--- src/rtl/cache_fill_fsm.sv ---
`default_nettype none
// ============================================================================
// cache_fill_fsm : fetches a missing cache block word by word and fills it
// Revision 1.0
// ============================================================================
module cache_fill_fsm #(
  parameter int ADDR_W      = 16,
  parameter int BLOCK_WORDS = 8,
  parameter int OFF_W       = 3
) (
  input  logic                      clk,
  input  logic                      rst,
  input  logic                      i_miss_detected,
  input  logic [ADDR_W-1:0]         i_miss_address,
  input  logic                      i_memory_data_valid,
  input  logic [15:0]               i_memory_data,
  output logic                      o_fsm_busy,
  output logic                      o_memory_read_en,
  output logic [ADDR_W-1:0]         o_memory_address,
  output logic                      o_write_data_array,
  output logic [OFF_W-1:0]          o_cache_word_offset,
  output logic [15:0]               o_cache_fill_data,
  output logic                      o_write_tag_array,
  output logic [ADDR_W-OFF_W-2:0]   o_fill_tag
);

  localparam int                TAG_W        = ADDR_W - OFF_W - 1;
  localparam logic [OFF_W:0]    c_ISSUE_LAST = (OFF_W+1)'(BLOCK_WORDS - 1);
  localparam logic [OFF_W:0]    c_ISSUE_ONE  = (OFF_W+1)'(1);
  localparam logic [OFF_W-1:0]  c_RECV_LAST  = OFF_W'(BLOCK_WORDS - 1);
  localparam logic [OFF_W-1:0]  c_RECV_ONE   = OFF_W'(1);

  typedef enum logic [0:0] {
    S_IDLE = 1'b0,
    S_FILL = 1'b1
  } state_t;

  state_t           r_state;
  logic [TAG_W-1:0] r_base;
  logic [OFF_W:0]   r_issue_cnt;
  logic [OFF_W-1:0] r_recv_cnt;
  logic             r_busy;
  logic             r_read_en;

  logic [OFF_W-1:0] w_req_off;
  logic             w_write;
  logic             w_last;

  // Once all requests are out the counter sits at BLOCK_WORDS; clamp so the
  // address keeps showing the final word instead of wrapping to word 0.
  assign w_req_off = r_issue_cnt[OFF_W] ? {OFF_W{1'b1}} : r_issue_cnt[OFF_W-1:0];
  assign w_write   = (r_state == S_FILL) && i_memory_data_valid;
  assign w_last    = w_write && (r_recv_cnt == c_RECV_LAST);

  always_ff @(posedge clk) begin
    if (rst) begin
      r_state     <= S_IDLE;
      r_base      <= '0;
      r_issue_cnt <= '0;
      r_recv_cnt  <= '0;
      r_busy      <= 1'b0;
      r_read_en   <= 1'b0;
    end else begin
      case (r_state)
        S_IDLE: begin
          if (i_miss_detected) begin
            r_state     <= S_FILL;
            r_base      <= i_miss_address[ADDR_W-1:OFF_W+1];
            r_issue_cnt <= '0;
            r_recv_cnt  <= '0;
            r_busy      <= 1'b1;
            r_read_en   <= 1'b1;
          end
        end
        S_FILL: begin
          if (r_read_en) begin
            r_issue_cnt <= r_issue_cnt + c_ISSUE_ONE;
            if (r_issue_cnt == c_ISSUE_LAST) begin
              r_read_en <= 1'b0;
            end
          end
          if (i_memory_data_valid) begin
            r_recv_cnt <= r_recv_cnt + c_RECV_ONE;
            if (r_recv_cnt == c_RECV_LAST) begin
              r_state   <= S_IDLE;
              r_busy    <= 1'b0;
              r_read_en <= 1'b0;
            end
          end
        end
        default: r_state <= S_IDLE;
      endcase
    end
  end

  assign o_fsm_busy          = r_busy;
  assign o_memory_read_en    = r_read_en;
  assign o_memory_address    = {r_base, w_req_off, 1'b0};
  assign o_write_data_array  = w_write;
  assign o_cache_word_offset = r_recv_cnt;
  assign o_cache_fill_data   = i_memory_data;
  assign o_write_tag_array   = w_last;
  assign o_fill_tag          = r_base;

endmodule
`default_nettype wire

--- config.mk ---
export PLATFORM = sky130hd
export DESIGN_NAME = cache_fill_fsm
export DESIGN_NICKNAME = d
export VERILOG_FILES = /design/src/rtl/cache_fill_fsm.sv
export SDC_FILE = /design/constraint.sdc
export NUM_CORES = 1
export LEC_CHECK = 0
export BUFFER_PORTS_ARGS = -buffer_cell sky130_fd_sc_hd__buf_2
export CAP_MARGIN = 10
export CORE_ASPECT_RATIO = 1.25
export CORE_MARGIN = 8
export CORE_UTILIZATION = 42
export DETAILED_ROUTE_END_ITERATION = 7
export GPL_ROUTABILITY_DRIVEN = 1
export PLACE_DENSITY_LB_ADDON = 0.08
export RECOVER_POWER = 50
export SYNTH_ARGS = -nofsm -noshare
export SYNTH_HDL_FRONTEND = slang
export SYNTH_SLANG_ARGS = --single-unit
--- constraint.sdc ---
create_clock -name clk -period 3.6 [get_ports clk]
set_clock_uncertainty 0.2 [all_clocks]
set_input_delay 0.18 -clock clk [delete_from_list [all_inputs] [get_ports clk]]
set_output_delay 0.18 -clock clk [all_outputs]
set_load 0.05 [all_outputs]
==> impl_metrics.py <==
metrics = {
    "run_status": {
        "status": "completed",
    },
    "global_routing": {
        "grt_usage_pct": 12.1,
        "grt_busiest_layer": "met2",
        "grt_util_met1_pct": 12.4,
        "grt_pass1_wl_mm": 4.24,
        "grt_max_degree": 21,
        "grt_overflow": 0,
        "antenna_found_initial": 0,
        "grt_pass1_vias": 931,
        "grtUsageMet3_pct": 5.25,
        "met2_usage_pct": 20.2,
    },
    "layout": {
        "fin_nets": 209,
        "syn_to_final_growth_pct": 17.9,
        "layout.area.seq_um2": 440,
        "post-route-util_pct": 50.1,
        "n_antenna_cell": 0,
        "drive_gt1_share_pct": 23.1,
        "final_cell_mix": "29 x buf_2, 27 x nand2_1, 22 x dfxtp_1, 20 x clkbuf_1, 17 x a21oi_1",
        "final_common_cell": "buf_2",
        "layout.cells.non_filler": 203,
        "multi_input_area_um2": 420,
        "nFillCells": 279,
    },
    "cts": {
        "cts_buffers": 3,
        "htreeDepth": 1,
        "clkTransAtPathRegs_ns": 0.12,
        "clock_path_buffers": 2,
        "cts_sinks": 22,
        "root_buffer": "clkbuf_4",
        "cts_setup_buffers": 0,
        "cts_tree": "yes",
        "insertion_delay_ns": 0.30,
    },
    "timing": {
        "slew_headroom_pct": 58.8,
        "period_needed_ns": 1.86,
        "setup_violations": 0,
        "worstMarginPinSlew_ns": 0.620,
        "slew_violations": 0,
        "finalHoldViolations": 0,
        "tns_ns": 0,
        "post-route-period-util_pct": 51.7,
        "rsz0062_at_grt": "no",
        "fmax_ghz": 0.537,
    },
    "setup_path": {
        "rrSetupSlack_ns": 1.86,
        "crit_type": "flop to output port",
        "endpoint_kind": "output port",
        "cpMaxStageDelayCell": "dfxtp_1",
        "cp-start-kind": "flop",
        "worstPathRequired_ns": 3.22,
        "path_cells": "nand2_1 -> inv_1 -> buf_2",
        "path_max_fanout": 15,
        "crit_arrival_ns": 1.48,
        "slowest_delay_ns": 0.62,
    },
    "power_and_ir_drop": {
        "p_clk_share_pct": 24.9,
        "internal_power_mw": 0.351,
        "p_per_area_mw_per_mm2": 409,
        "p_seq_share_pct": 50.0,
        "p_switching_mw": 0.181,
        "p_sw_share_pct": 34.0,
        "ir_worst_vdd_v": 0.000229,
        "p_leak_nw": 0.596,
        "pwr-share-comb_pct": 25.1,
    },
    "floorplanning": {
        "die_h_um": 73.4,
        "die_w_um": 61.9,
        "initial_utilization_pct": 42.5,
        "floorplan.rows": 21,
        "die_area_mm2": 0.00454,
        "io_pins": 87,
        "fp.coreArea_mm2": 0.00260,
    },
    "synth": {
        "synth-compound-area-share_pct": 10.6,
        "synth_cells": 136,
        "yosys.area_share.simple_pct": 22.7,
        "synthAdderAreaFrac_pct": 3.39,
        "seq_area_frac_synth_pct": 39.8,
        "synth_cell_types": 24,
        "netlist_area_mm2": 0.00111,
        "syn_avg_cell_area_um2": 8.13,
        "synth_mux_area_share_pct": 0.905,
        "synth_xor_area_share_pct": 0,
        "ys_warn_count": 0,
        "synthesis.nets": 175,
        "ys_seq_elements": 22,
        "synth_top_family_by_area": "simple AND/OR/NAND/NOR gates",
    },
    "drt": {
        "drc": 0,
        "firstDrtPassIters": 4,
        "wl_per_cell_um": 13.6,
        "vias": 958,
        "finalWirelength_mm": 2.77,
        "dr.first_iter.drc_count": 33,
        "avgViaCountPerCell": 4.72,
        "ant_nets": 0,
    },
    "worst_hold_path": {
        "hold_path_class": "input pin to flop",
    },
    "placed_design": {
        "dp_hpwl_mm": 1.95,
        "place.gp.congestion": 0.665,
        "dpl.cell_count": 185,
        "io_buffers": 49,
    },
    "run": {
        "maxCapViolCount": 0,
    },
}
## worst max-delay path: cells and delay by family, from the launching register on
family	cells	cell delay (ns)
DFF	1	0.62
buffers and inverters	2	0.35
and+or+nand+nor	1	0.21
## logic make-up (layout without fill, tap and decap cells)
kind of cell,count (synthesis),count (layout)
mux,1,1
flops,22,22
fa+ha+maj,3,3
buf+inv,35,68
other cells,1,1
compound gates,22,22
simple gates,52,52
## final cells by class
type                       count  share of cell area (%)
tap                           34                    3.26
sequential                    22                    33.8
multi-input combinational     79                    32.2
inverter                       1                   0.288
timing repair buffer          63                    27.6
clock buffer                   4                    2.78
## what timing repair did
item                       CTS  global route
hold buffers                14             0
hold endpoints to repair    15             0
setup endpoints to repair    0             0
gates resized for setup      0             0
## path summary, 6_finish.rpt
kind            startpoint                      to  cells past startpoint
max                r_state      o_write_data_array                      3
min reg2reg  o_fill_tag[8]           o_fill_tag[8]                      2
max reg2reg        r_state  o_cache_word_offset[2]                      3
min                    rst          r_issue_cnt[1]                      2
## cell usage after synthesis
cell | instances | area share (%)
a21boi_0 | 1 | 0.68
a21oi_1 | 17 | 7.7
a31oi_1 | 1 | 0.57
a32oi_1 | 1 | 0.79
and2b_1 | 1 | 0.68
and3_1 | 1 | 0.57
buf_2 | 4 | 1.8
buf_4 | 29 | 20
clkbuf_1 | 1 | 0.34
conb_1 | 1 | 0.34
dfxtp_1 | 22 | 40
ha_1 | 3 | 3.4
inv_1 | 1 | 0.34
mux2i_1 | 1 | 0.91
nand2_1 | 27 | 9.2
nand2b_1 | 1 | 0.57
nand3_1 | 6 | 2.7
nand3b_1 | 1 | 0.68
nand4_2 | 1 | 1.1
nand4b_1 | 2 | 1.6
nor2_1 | 6 | 2.0
o21ai_0 | 2 | 0.91
or2_2 | 5 | 2.8
or3b_1 | 1 | 0.79
## flip-flops by register name, indices dropped and copies added, names as in the netlist
name,flops
r_state,1
o_fill_tag,12
o_cache_word_offset,3
o_fsm_busy,1
o_memory_read_en,1
r_issue_cnt,4
## through the flow
stage | hold slack [ns] | setup WS (ns) | cell area, um2 | power [mW]
after floorplan | 0.116 | 1.56 | 1110 | 0.424
after global placement | 0.160 | 1.91 | 1150 | 0.396
after detailed placement | 0.160 | 1.82 | 1150 | 0.398
after CTS | 0.0666 | 1.73 | 1330 | 0.545
after global routing | 0.0737 | 1.57 | 1300 | 0.562
final | 0.0673 | 1.74 | 1300 | 0.533
## per-layer routing
layer / share of wire, % / vias to the layer above
met5: 0 / -
met4: 1.1 / 0
met3: 12 / 4
met2: 47 / 54
met1: 39 / 415
li1: - / 485
## power by group through the flow
stage               combinational [mW]  clock (mW)  sequential (mW)
floorplan                        0.120           0            0.304
detailed placement               0.127           0            0.272
global placement                 0.125           0            0.271
finish                           0.134       0.133            0.266
global route                     0.143       0.149            0.269
CTS                              0.138       0.140            0.266
No activity file was read; power rests on OpenSTA's default activity.
